--- src/rtl/rv_inst_encoder.sv ---
// rv_inst_encoder: turns symbolic RV32 instruction requests into machine words plus word
// addresses, buffered in an output FIFO. Define RV32M_EN to encode M-extension ops 20-27.
module rv_inst_encoder #(
  parameter int unsigned DEPTH = 4,
  parameter logic [31:0] BASE  = 32'h0000_0000
) (
  input  logic        clk,
  input  logic        clrn,
  input  logic        in_valid,
  output logic        in_ready,
  input  logic [4:0]  in_op,
  input  logic [4:0]  in_rd,
  input  logic [4:0]  in_rs1,
  input  logic [4:0]  in_rs2,
  input  logic [31:0] in_imm,
  output logic        out_valid,
  input  logic        out_ready,
  output logic [31:0] out_inst,
  output logic [31:0] out_addr,
  output logic        err,
  output logic [7:0]  err_cnt
);

  localparam int unsigned AW = (DEPTH > 1) ? $clog2(DEPTH) : 1;
  localparam int unsigned PW = AW + 1;

  localparam logic [6:0] OPC_LUI    = 7'b0110111;
  localparam logic [6:0] OPC_JAL    = 7'b1101111;
  localparam logic [6:0] OPC_JALR   = 7'b1100111;
  localparam logic [6:0] OPC_BRANCH = 7'b1100011;
  localparam logic [6:0] OPC_LOAD   = 7'b0000011;
  localparam logic [6:0] OPC_STORE  = 7'b0100011;
  localparam logic [6:0] OPC_IMM    = 7'b0010011;
  localparam logic [6:0] OPC_REG    = 7'b0110011;

  typedef enum logic {IDLE, LI2} state_t;

  function automatic logic [31:0] enc_i(input logic [11:0] imm, input logic [4:0] rs1,
                                        input logic [2:0] f3, input logic [4:0] rd,
                                        input logic [6:0] opc);
    return {imm, rs1, f3, rd, opc};
  endfunction

  function automatic logic [31:0] enc_r(input logic [6:0] f7, input logic [4:0] rs2,
                                        input logic [4:0] rs1, input logic [2:0] f3,
                                        input logic [4:0] rd);
    return {f7, rs2, rs1, f3, rd, OPC_REG};
  endfunction

  state_t        state;
  logic [4:0]    li_rd;
  logic [11:0]   li_lo;
  logic [PW-1:0] wr_ptr, rd_ptr;
  logic [31:0]   next_addr;
  logic [31:0]   mem_inst [DEPTH];
  logic [31:0]   mem_addr [DEPTH];

  logic          fits12, fits13, fits21, shamt_ok, lui_ok;
  logic [19:0]   li_hi;
  logic [31:0]   enc_word, push_word;
  logic          enc_legal, li_two;
  logic [PW-1:0] fifo_cnt;
  logic          full, empty, accept, push_en, pop_en;

  // Immediate range checks: upper bits must be pure sign extension.
  assign fits12   = (in_imm[31:11] == '0) || (in_imm[31:11] == '1);
  assign fits13   = (in_imm[31:12] == '0) || (in_imm[31:12] == '1);
  assign fits21   = (in_imm[31:20] == '0) || (in_imm[31:20] == '1);
  assign shamt_ok = (in_imm[31:5] == '0);
  assign lui_ok   = (in_imm[31:20] == '0);
  // Rounded upper part so that lui hi + sign-extended lo reproduces the value.
  assign li_hi    = 20'((in_imm + 32'h0000_0800) >> 12);

  always_comb begin
    enc_word  = '0;
    enc_legal = 1'b0;
    li_two    = 1'b0;
    case (in_op)
      5'd0: begin
        enc_legal = lui_ok;
        enc_word  = {in_imm[19:0], in_rd, OPC_LUI};
      end
      5'd1: begin
        enc_legal = fits21 & ~in_imm[0];
        enc_word  = {in_imm[20], in_imm[10:1], in_imm[11], in_imm[19:12], in_rd, OPC_JAL};
      end
      5'd2: begin
        enc_legal = fits12;
        enc_word  = enc_i(in_imm[11:0], in_rs1, 3'b000, in_rd, OPC_JALR);
      end
      5'd3, 5'd4: begin
        enc_legal = fits13 & ~in_imm[0];
        enc_word  = {in_imm[12], in_imm[10:5], in_rs2, in_rs1, {2'b00, in_op == 5'd4},
                     in_imm[4:1], in_imm[11], OPC_BRANCH};
      end
      5'd5: begin
        enc_legal = fits12;
        enc_word  = enc_i(in_imm[11:0], in_rs1, 3'b010, in_rd, OPC_LOAD);
      end
      5'd6: begin
        enc_legal = fits12;
        enc_word  = {in_imm[11:5], in_rs2, in_rs1, 3'b010, in_imm[4:0], OPC_STORE};
      end
      5'd7: begin
        enc_legal = fits12;
        enc_word  = enc_i(in_imm[11:0], in_rs1, 3'b000, in_rd, OPC_IMM);
      end
      5'd8: begin
        enc_legal = fits12;
        enc_word  = enc_i(in_imm[11:0], in_rs1, 3'b100, in_rd, OPC_IMM);
      end
      5'd9: begin
        enc_legal = fits12;
        enc_word  = enc_i(in_imm[11:0], in_rs1, 3'b110, in_rd, OPC_IMM);
      end
      5'd10: begin
        enc_legal = fits12;
        enc_word  = enc_i(in_imm[11:0], in_rs1, 3'b111, in_rd, OPC_IMM);
      end
      5'd11: begin
        enc_legal = shamt_ok;
        enc_word  = enc_i({7'b0000000, in_imm[4:0]}, in_rs1, 3'b001, in_rd, OPC_IMM);
      end
      5'd12: begin
        enc_legal = shamt_ok;
        enc_word  = enc_i({7'b0000000, in_imm[4:0]}, in_rs1, 3'b101, in_rd, OPC_IMM);
      end
      5'd13: begin
        enc_legal = shamt_ok;
        enc_word  = enc_i({7'b0100000, in_imm[4:0]}, in_rs1, 3'b101, in_rd, OPC_IMM);
      end
      5'd14: begin
        enc_legal = 1'b1;
        enc_word  = enc_r(7'b0000000, in_rs2, in_rs1, 3'b000, in_rd);
      end
      5'd15: begin
        enc_legal = 1'b1;
        enc_word  = enc_r(7'b0100000, in_rs2, in_rs1, 3'b000, in_rd);
      end
      5'd16: begin
        enc_legal = 1'b1;
        enc_word  = enc_r(7'b0000000, in_rs2, in_rs1, 3'b010, in_rd);
      end
      5'd17: begin
        enc_legal = 1'b1;
        enc_word  = enc_r(7'b0000000, in_rs2, in_rs1, 3'b100, in_rd);
      end
      5'd18: begin
        enc_legal = 1'b1;
        enc_word  = enc_r(7'b0000000, in_rs2, in_rs1, 3'b110, in_rd);
      end
      5'd19: begin
        enc_legal = 1'b1;
        enc_word  = enc_r(7'b0000000, in_rs2, in_rs1, 3'b111, in_rd);
      end
`ifdef RV32M_EN
      5'd20, 5'd21, 5'd22, 5'd23, 5'd24, 5'd25, 5'd26, 5'd27: begin
        enc_legal = 1'b1;
        enc_word  = enc_r(7'b0000001, in_rs2, in_rs1, 3'(in_op - 5'd20), in_rd);
      end
`endif
      5'd28: begin
        enc_legal = 1'b1;
        if (fits12) begin
          enc_word = enc_i(in_imm[11:0], 5'd0, 3'b000, in_rd, OPC_IMM);
        end else begin
          enc_word = {li_hi, in_rd, OPC_LUI};
          li_two   = (in_imm[11:0] != '0);
        end
      end
      5'd29: begin
        enc_legal = 1'b1;
        enc_word  = 32'h0000_0013;
      end
      default: begin
        enc_legal = 1'b0;
        enc_word  = '0;
      end
    endcase
  end

  assign fifo_cnt  = wr_ptr - rd_ptr;
  assign full      = (fifo_cnt == PW'(DEPTH));
  assign empty     = (wr_ptr == rd_ptr);
  assign in_ready  = (state == IDLE) & ~full;
  assign accept    = in_valid & in_ready;
  assign pop_en    = ~empty & out_ready;
  // In LI2 the pending addi goes in as soon as there is room.
  assign push_en   = (state == IDLE) ? (accept & enc_legal) : ~full;
  assign push_word = (state == LI2) ? enc_i(li_lo, li_rd, 3'b000, li_rd, OPC_IMM) : enc_word;

  assign out_valid = ~empty;
  assign out_inst  = empty ? '0   : mem_inst[rd_ptr[AW-1:0]];
  assign out_addr  = empty ? BASE : mem_addr[rd_ptr[AW-1:0]];

  // FIFO storage carries no reset; pointers alone define what is visible.
  always_ff @(posedge clk) begin
    if (push_en) begin
      mem_inst[wr_ptr[AW-1:0]] <= push_word;
      mem_addr[wr_ptr[AW-1:0]] <= next_addr;
    end
  end

  always_ff @(posedge clk or negedge clrn) begin
    if (!clrn) begin
      state     <= IDLE;
      li_rd     <= '0;
      li_lo     <= '0;
      wr_ptr    <= '0;
      rd_ptr    <= '0;
      next_addr <= BASE;
      err       <= 1'b0;
      err_cnt   <= '0;
    end else begin
      err <= 1'b0;
      if (push_en) begin
        wr_ptr    <= wr_ptr + PW'(1);
        next_addr <= next_addr + 32'd4;
      end
      if (pop_en) begin
        rd_ptr <= rd_ptr + PW'(1);
      end
      case (state)
        IDLE: begin
          if (accept) begin
            if (!enc_legal) begin
              err <= 1'b1;
              if (err_cnt != 8'hFF) begin
                err_cnt <= err_cnt + 8'd1;
              end
            end else if (li_two) begin
              state <= LI2;
              li_rd <= in_rd;
              li_lo <= in_imm[11:0];
            end
          end
        end
        LI2: begin
          if (!full) begin
            state <= IDLE;
          end
        end
        default: state <= IDLE;
      endcase
    end
  end

endmodule

--- config.mk ---
export PLATFORM = sky130hd
export DESIGN_NAME = rv_inst_encoder
export DESIGN_NICKNAME = d
export VERILOG_FILES = /design/src/rtl/rv_inst_encoder.sv
export SDC_FILE = /design/constraint.sdc
export NUM_CORES = 1
export LEC_CHECK = 0
export BUFFER_PORTS_ARGS = -buffer_cell sky130_fd_sc_hd__buf_2
export CAP_MARGIN = 5
export CORE_MARGIN = 4
export CORE_UTILIZATION = 45
export CTS_CLUSTER_DIAMETER = 80
export DETAILED_ROUTE_END_ITERATION = 8
export GPL_ROUTABILITY_DRIVEN = 0
export RECOVER_POWER = 50
export SYNTH_ARGS = -nofsm -noshare
export SYNTH_HDL_FRONTEND = slang
export SYNTH_SLANG_ARGS = --single-unit
--- constraint.sdc ---
create_clock -name clk -period 7.7 [get_ports clk]
set_input_delay 0.77 -clock clk [delete_from_list [all_inputs] [get_ports clk]]
set_output_delay 0.77 -clock clk [all_outputs]
set_load 0.02 [all_outputs]
# Word level (Yosys, flattened, before mapping)
# Memory sizes are Yosys's and may differ from the RTL's.
# Cells that the tools add are included.
[word_totals] reg_bits=65 output_inout_bits=75 ram_bits=256 n_memories=2
[mem_list] memory="mem_addr" words=4 width=32 read_ports=1 rd_clocked_by_memory_dff=0 write_ports=1 line_no="56" source="logic [31:0] mem_addr [DEPTH];"
[mem_list] memory="mem_inst" words=4 width=32 read_ports=1 rd_clocked_by_memory_dff=0 write_ports=1 line_no="55" source="logic [31:0] mem_inst [DEPTH];"
[op_classes] n_reduce_logical=15 n_eq_ne=27 n_bitwise=11 addsub=6 mux=19
[op_table] op="$pmux 32 s21" n=1
[op_table] op="$mux 32" n=4
[op_table] op="$eq 5x4->1 const B" n=8
[op_table] op="$add 32x12->32 const B" n=1
[op_table] op="$add 32x3->32 const B" n=1
[op_table] op="$eq 5x5->1 const B" n=6
[op_table] op="$logic_not 27->1" n=1
[op_table] op="$eq 21x21->1 const B" n=1
[op_table] op="$logic_not 21->1" n=1
[op_table] op="$eq 20x20->1 const B" n=1
[op_table] op="$eq 5x3->1 const B" n=4
[op_table] op="$logic_not 20->1" n=1
[op_table] op="$eq 12x12->1 const B" n=1
[op_table] op="$logic_not 12->1" n=1
[op_table] op="$mux 1" n=12
[op_table] op="$reduce_bool 12->1" n=1
[op_table] op="$eq 5x2->1 const B" n=2
[op_table] op="$add 8x1->8 const B" n=1
[op_table] op="$ne 8x8->1 const B" n=1
[op_table] op="$reduce_and 4->1" n=2
[op_table] op="$reduce_or 8->1" n=1
[op_table] op="$reduce_or 7->1" n=1
[op_table] op="$add 3x1->3 const B" n=2
[op_table] op="$and 1x1->1" n=6
[op_table] op="11 further kinds" n=17

# Longest topological paths before layout
[logic_depth] ltp_word=9 depth_mapped=12

# Least setup slack after synthesis
# OpenSTA, ideal clock, no wires.
[synth_timing] path_type="input-to-reg" start="input port in_op[0]" end="memory mem_addr[0][10] (enable)" arrival_ns=3.914 path_buffers=2 path_stages=8 setup_time_ns=0.425 path_slack_ns=3.361 cell_sequence="buf_6 > or3b_4 > a211o_1 > a221oi_1 > nor3_1 > o211ai_1 > clkbuf_1 > and2_1"
[synth_between] elab_chain_cells=7 word_cells_on_any_way=31 classes_between="eq/ne (21); mux (4); bitwise (1); reduce/logical (5)"
[synth_rtl] element="from (decl)" line_no="11" source="input logic [4:0] in_op,"
[synth_rtl] element="$eq 5x5->1 (tied with other cells)" line_no="78" source="case (in_op)"
[synth_rtl] element="$reduce_or 8->1 (no line) (tied with other cells)"
[synth_rtl] element="$pmux 1 s6 *" line_no="78"
[synth_rtl] element="$and 1x1->1 *" line_no="189" source="assign push_en = (state == IDLE) ? (accept & enc_legal) : ~full;"
[synth_rtl] element="$mux 1 *" line_no="189"
[synth_rtl] element="$mux 1 *" line_no="198" source="if (push_en) begin"
[synth_rtl] element="$mux 1 (not written as such) *" line_no="200" source="mem_addr[wr_ptr[AW-1:0]] <= next_addr;"
[synth_rtl] element="to (decl)" line_no="56"
# Every way passes the cells marked *; elsewhere a longest branch is shown, timed or not.

# Worst setup path in the final report
[layout_timing] start="register rd_ptr[1]" end="memory mem_inst[2][19] (enable)"
[layout_between] elab_chain_cells=9
[layout_rtl] element="from (decl)" line_no="53" source="logic [PW-1:0] wr_ptr, rd_ptr;"
[layout_rtl] element="from (signal assigned)" line_no="221" source="rd_ptr <= rd_ptr + PW'(1);"
[layout_rtl] element="$sub 3x3->3 *" line_no="182" source="assign fifo_cnt = wr_ptr - rd_ptr;"
[layout_rtl] element="$eq 3x3->1 *" line_no="183" source="assign full = (fifo_cnt == PW'(DEPTH));"
[layout_rtl] element="$not 1->1 *" line_no="185, 189"
[layout_rtl] element="$and 1x1->1" line_no="185" source="assign in_ready = (state == IDLE) & ~full;"
[layout_rtl] element="$and 1x1->1" line_no="186" source="assign accept = in_valid & in_ready;"
[layout_rtl] element="$and 1x1->1" line_no="189"
[layout_rtl] element="$mux 1 *" line_no="189"
[layout_rtl] element="$mux 1 *" line_no="198"
[layout_rtl] element="$mux 1 (not written as such) *" line_no="199" source="mem_inst[wr_ptr[AW-1:0]] <= push_word;"
[layout_rtl] element="to (decl)" line_no="55"
# Marks and branches as above.

==> impl_metrics.xml <==
<?xml version="1.0" encoding="UTF-8"?>
<metrics>
  <group name="worst_setup_path">
    <metric name="timing.critical_path.to_type" unit="">flip-flop</metric>
    <metric name="timing.setup.critical_path_class" unit="">reg -&gt; reg</metric>
    <metric name="critical_path_buf_inv_count" unit="">4</metric>
    <metric name="critical_path_s_slowest_cell" unit="">clkbuf_1</metric>
    <metric name="critical_path.startpoint_type" unit="">flip-flop</metric>
    <metric name="worst_path_dominant_cell_family" unit="">buffers and inverters</metric>
    <metric name="data_arrival_time_of_the_critical_path" unit="ps">5190</metric>
    <metric name="crit_path_max_incr_delay" unit="ps">960</metric>
    <metric name="critical_path.cell_chain" unit="">buf_4 -&gt; inv_1 -&gt; ha_1 -&gt; nor2b_1 -&gt; xnor2_1 -&gt; o211ai_1 -&gt; nand3b_1 -&gt; o211ai_1 -&gt; clkbuf_1 -&gt; and2_2 -&gt; buf_4</metric>
    <metric name="path_max_fanout" unit="">64</metric>
    <metric name="worstPathRequired" unit="ps">7870</metric>
  </group>
  <group name="routing">
    <metric name="drc" unit="">0</metric>
    <metric name="avgRoutedWirePerCell" unit="µm">20.7</metric>
    <metric name="detail_route.iter0.violations" unit="">648</metric>
    <metric name="drt-vias-per-instance" unit="">5.65</metric>
    <metric name="routed-via-count" unit="">8326</metric>
    <metric name="routed_wl" unit="µm">30500</metric>
    <metric name="drt-pass1-iter-count" unit="">5</metric>
    <metric name="ant_nets" unit="">0</metric>
  </group>
  <group name="cts">
    <metric name="clkSinkCount" unit="">307</metric>
    <metric name="tritoncts_buffer_count" unit="">31</metric>
    <metric name="cts_post_setup_buffers_inserted" unit="">0</metric>
    <metric name="cts-htree-levels" unit="">1</metric>
    <metric name="cts_resized" unit="">0</metric>
    <metric name="cts_buffer_depth" unit="">3</metric>
    <metric name="clk-insertion-delay-late" unit="ps">550</metric>
    <metric name="cts_tree" unit="">built</metric>
    <metric name="cts_root_buf" unit="">clkbuf_16</metric>
    <metric name="hold_bufs_at_cts" unit="">0</metric>
    <metric name="clk_transition_reported_paths" unit="ps">60</metric>
  </group>
  <group name="sta">
    <metric name="final_critical_path_setup_slack" unit="ps">2670</metric>
    <metric name="post-route-min-period" unit="ps">5030</metric>
    <metric name="finalCritPeriodShare" unit="%">65.3</metric>
    <metric name="slew_headroom" unit="%">-148</metric>
    <metric name="maxClockFrequency" unit="GHz">0.199</metric>
    <metric name="finalSetupViolations" unit="">0</metric>
    <metric name="final_hold_viol_count" unit="">0</metric>
    <metric name="grt_setup_unrepaired" unit="">no</metric>
    <metric name="fin_skew" unit="ps">20.2</metric>
    <metric name="final_max_slew_viol_count" unit="">64</metric>
    <metric name="final.hold.worst_slack" unit="ps">482</metric>
    <metric name="totalNegativeSetupSlack" unit="ps">0</metric>
    <metric name="worst_slew_pin_slew" unit="ps">3720</metric>
  </group>
  <group name="yosys">
    <metric name="synth_seq_area_share" unit="%">64.4</metric>
    <metric name="netlist_instances" unit="">945</metric>
    <metric name="ys.warnings.count" unit="">0</metric>
    <metric name="mean_instance_size_in_the_synthesized_netlist" unit="µm²">14.6</metric>
    <metric name="synth_compound_area_share" unit="%">6.11</metric>
    <metric name="synth-xor-area-share" unit="%">3.80</metric>
    <metric name="synth_edf_count" unit="">244</metric>
    <metric name="synthArstFlopShare" unit="%">20.5</metric>
    <metric name="yosys-mux-area-fraction" unit="%">11.4</metric>
    <metric name="number_of_library_cell_types_mapped_by_synthesis" unit="">61</metric>
    <metric name="synth.cell_area" unit="µm²">13800</metric>
    <metric name="synth-seq-cells" unit="">307</metric>
    <metric name="synthFlopType" unit="">edfxtp_1</metric>
    <metric name="yosys.area_share.simple" unit="%">10.9</metric>
    <metric name="synth_fa_ha_area_share" unit="%">0.996</metric>
    <metric name="synth_top_family_by_area" unit="">multiplexers</metric>
  </group>
  <group name="floorplan">
    <metric name="row_count" unit="">63</metric>
    <metric name="core" unit="µm²">30000</metric>
    <metric name="die-area" unit="µm²">33600</metric>
    <metric name="initial_core_util" unit="%">46.1</metric>
    <metric name="die_height" unit="µm">183</metric>
    <metric name="die_extent_in_x" unit="µm">183</metric>
    <metric name="floorplan.io_pins" unit="">131</metric>
  </group>
  <group name="global_routing">
    <metric name="grt_pass1_wl" unit="µm">48100</metric>
    <metric name="grtUsageMet3" unit="%">3.39</metric>
    <metric name="groute.layer.met2.usage" unit="%">28.4</metric>
    <metric name="grt_busiest_layer" unit="">met2</metric>
    <metric name="via_count_of_the_first_global_routing_pass" unit="">8427</metric>
    <metric name="grt_usage" unit="%">18.2</metric>
    <metric name="grt_overflow" unit="">0</metric>
    <metric name="grt_antenna_before_repair" unit="">1</metric>
    <metric name="grt_start_max_net_pins" unit="">65</metric>
    <metric name="globalRouteMet1Util" unit="%">26.6</metric>
  </group>
  <group name="layout">
    <metric name="post_route_cells_drive_above_1_share" unit="%">23.5</metric>
    <metric name="num_antenna_cells" unit="">0</metric>
    <metric name="layout_common_cells" unit="">edfxtp_1, buf_2, and2_1</metric>
    <metric name="final_nets" unit="">1125</metric>
    <metric name="most_common_library_cell_in_the_layout_ignoring_fill_and_taps" unit="">edfxtp_1</metric>
    <metric name="areaGrowthSynthToFinish" unit="%">13.7</metric>
    <metric name="final_design_area_no_fill" unit="µm²">15700</metric>
  </group>
  <group name="placement">
    <metric name="numPortBuffers" unit="">128</metric>
    <metric name="post-place-ws" unit="ps">3060</metric>
    <metric name="hpwlAfterDp" unit="µm">20200</metric>
    <metric name="dpl-instance-area" unit="µm²">14800</metric>
  </group>
  <group name="flow_run">
    <metric name="timing.max_cap.violations" unit="">1</metric>
  </group>
  <group name="power_and_ir_drop">
    <metric name="cellPowerDensity" unit="nW/µm²">329</metric>
    <metric name="power.static_leakage" unit="µW">0.00569</metric>
    <metric name="vdd_ir_drop_max" unit="mV">0.188</metric>
  </group>
  <group name="status">
    <metric name="outcome" unit="">finished with violations</metric>
    <metric name="failed_checks" unit="">capacitance limit, slew limit</metric>
  </group>
  <group name="worst_hold_path">
    <metric name="hold_path.class" unit="">reg -&gt; reg</metric>
  </group>
</metrics>
-- area by class of cell --
type / count / area (µm²)
Sequential cell: 307 / 8910
Inverter: 14 / 52.6
Fill cell: 2564 / 14200
Clock buffer: 46 / 842
Timing Repair Buffer: 138 / 691
Clock inverter: 12 / 121
Tap cell: 390 / 488
Multi-Input combinational cell: 566 / 4600
-- final timing paths --
check                      cells after the start         endpoint  slack (ps)      start
min in group asynchronous                      2        rd_ptr[1]        1580       clrn
max                                           11  mem_inst[2][19]        2670  rd_ptr[1]
min reg2reg                                    1        wr_ptr[2]         480  wr_ptr[2]
min                                            1        wr_ptr[2]         480  wr_ptr[2]
max reg2reg                                   11  mem_inst[2][19]        2670  rd_ptr[1]
max in group asynchronous                      2        rd_ptr[0]        3530       clrn
-- cells in the mapped netlist, types with 3 or more instances --
| master | instances | area share [%] |
|---|---|---|
| edfxtp_1 | 244 | 53 |
| and2_1 | 71 | 3.2 |
| dfrtp_1 | 63 | 11 |
| mux4_2 | 61 | 9.9 |
| nand2_1 | 51 | 1.4 |
| nor2_1 | 44 | 1.2 |
| o21ai_0 | 41 | 1.5 |
| xnor2_1 | 39 | 2.5 |
| clkbuf_1 | 36 | 0.98 |
| nand3_1 | 35 | 1.3 |
| a21oi_1 | 29 | 1.1 |
| xor2_1 | 21 | 1.3 |
| nand4_1 | 18 | 0.82 |
| mux2_2 | 15 | 1.2 |
| nor3_1 | 15 | 0.54 |
| inv_1 | 14 | 0.38 |
| and3_1 | 12 | 0.54 |
| ha_1 | 11 | 1.0 |
| nor4_1 | 10 | 0.45 |
| buf_1 | 9 | 0.24 |
| buf_2 | 8 | 0.29 |
| a221oi_1 | 7 | 0.44 |
| a22oi_1 | 7 | 0.38 |
| a31oi_1 | 6 | 0.27 |
| a222oi_1 | 5 | 0.36 |
| a22o_1 | 5 | 0.32 |
| nor2b_1 | 5 | 0.23 |
| a211oi_1 | 4 | 0.22 |
| a21o_1 | 4 | 0.22 |
| and4_1 | 4 | 0.25 |
| nand2b_1 | 4 | 0.18 |
| o22ai_1 | 4 | 0.18 |
| a32oi_1 | 3 | 0.19 |
| buf_4 | 3 | 0.16 |
| buf_6 | 3 | 0.24 |
| nor3b_1 | 3 | 0.16 |
-- cell families (layout without fill, tap and decap cells) --
logic type | after synthesis | in the layout
xor gates and xnor gates | 60 | 60
buffers and inverters | 73 | 210
adders and majority gates | 11 | 11
and+or+nand+nor | 284 | 284
other | 1 | 2
AOI/OAI and AO/OA | 130 | 130
muxes | 79 | 79
DFF | 307 | 307
-- metal layers --
layer  routed length, µm  up-vias  share of wire (%)
li1                    -     3842                  -
met1               13600     4136                 45
met3                2180       56                7.1
met2               14000      290                 46
met5                  14        -              0.046
met4                 704        2                2.3
-- flip-flops by register name, summed over array words and instances, names as in the netlist --
name,flops
li_rd,5
mem_addr,120
err,1
state,1
mem_inst,124
next_addr,30
err_cnt,8
li_lo,12
rd_ptr,3
wr_ptr,3
-- through the flow --
step                      power (µW)  std cells  util [%]
after CTS                       5270       1473      52.5
after global routing            5480       1473      52.4
final                           5170       1473      52.4
after detailed placement        3850       1415      49.3
after global placement          3830       1415      49.3
after floorplan                 3300        946         -
-- report_power, final --
part | leakage, µW | switching [µW] | internal (µW)
sequential | 0.00313 | 132 | 1970
combinational | 0.00209 | 984 | 670
clock | 0.000470 | 587 | 825
-- worst register-to-register path, stage by stage (launching register included) --
cell,delay (ps)
dfrtp_2,340
buf_4,690
inv_1,140
ha_1,210
nor2b_1,150
xnor2_1,180
o211ai_1,200
nand3b_1,250
o211ai_1,130
clkbuf_1,960
and2_2,790
buf_4,600
No activity file was read; power rests on OpenSTA's default activity.
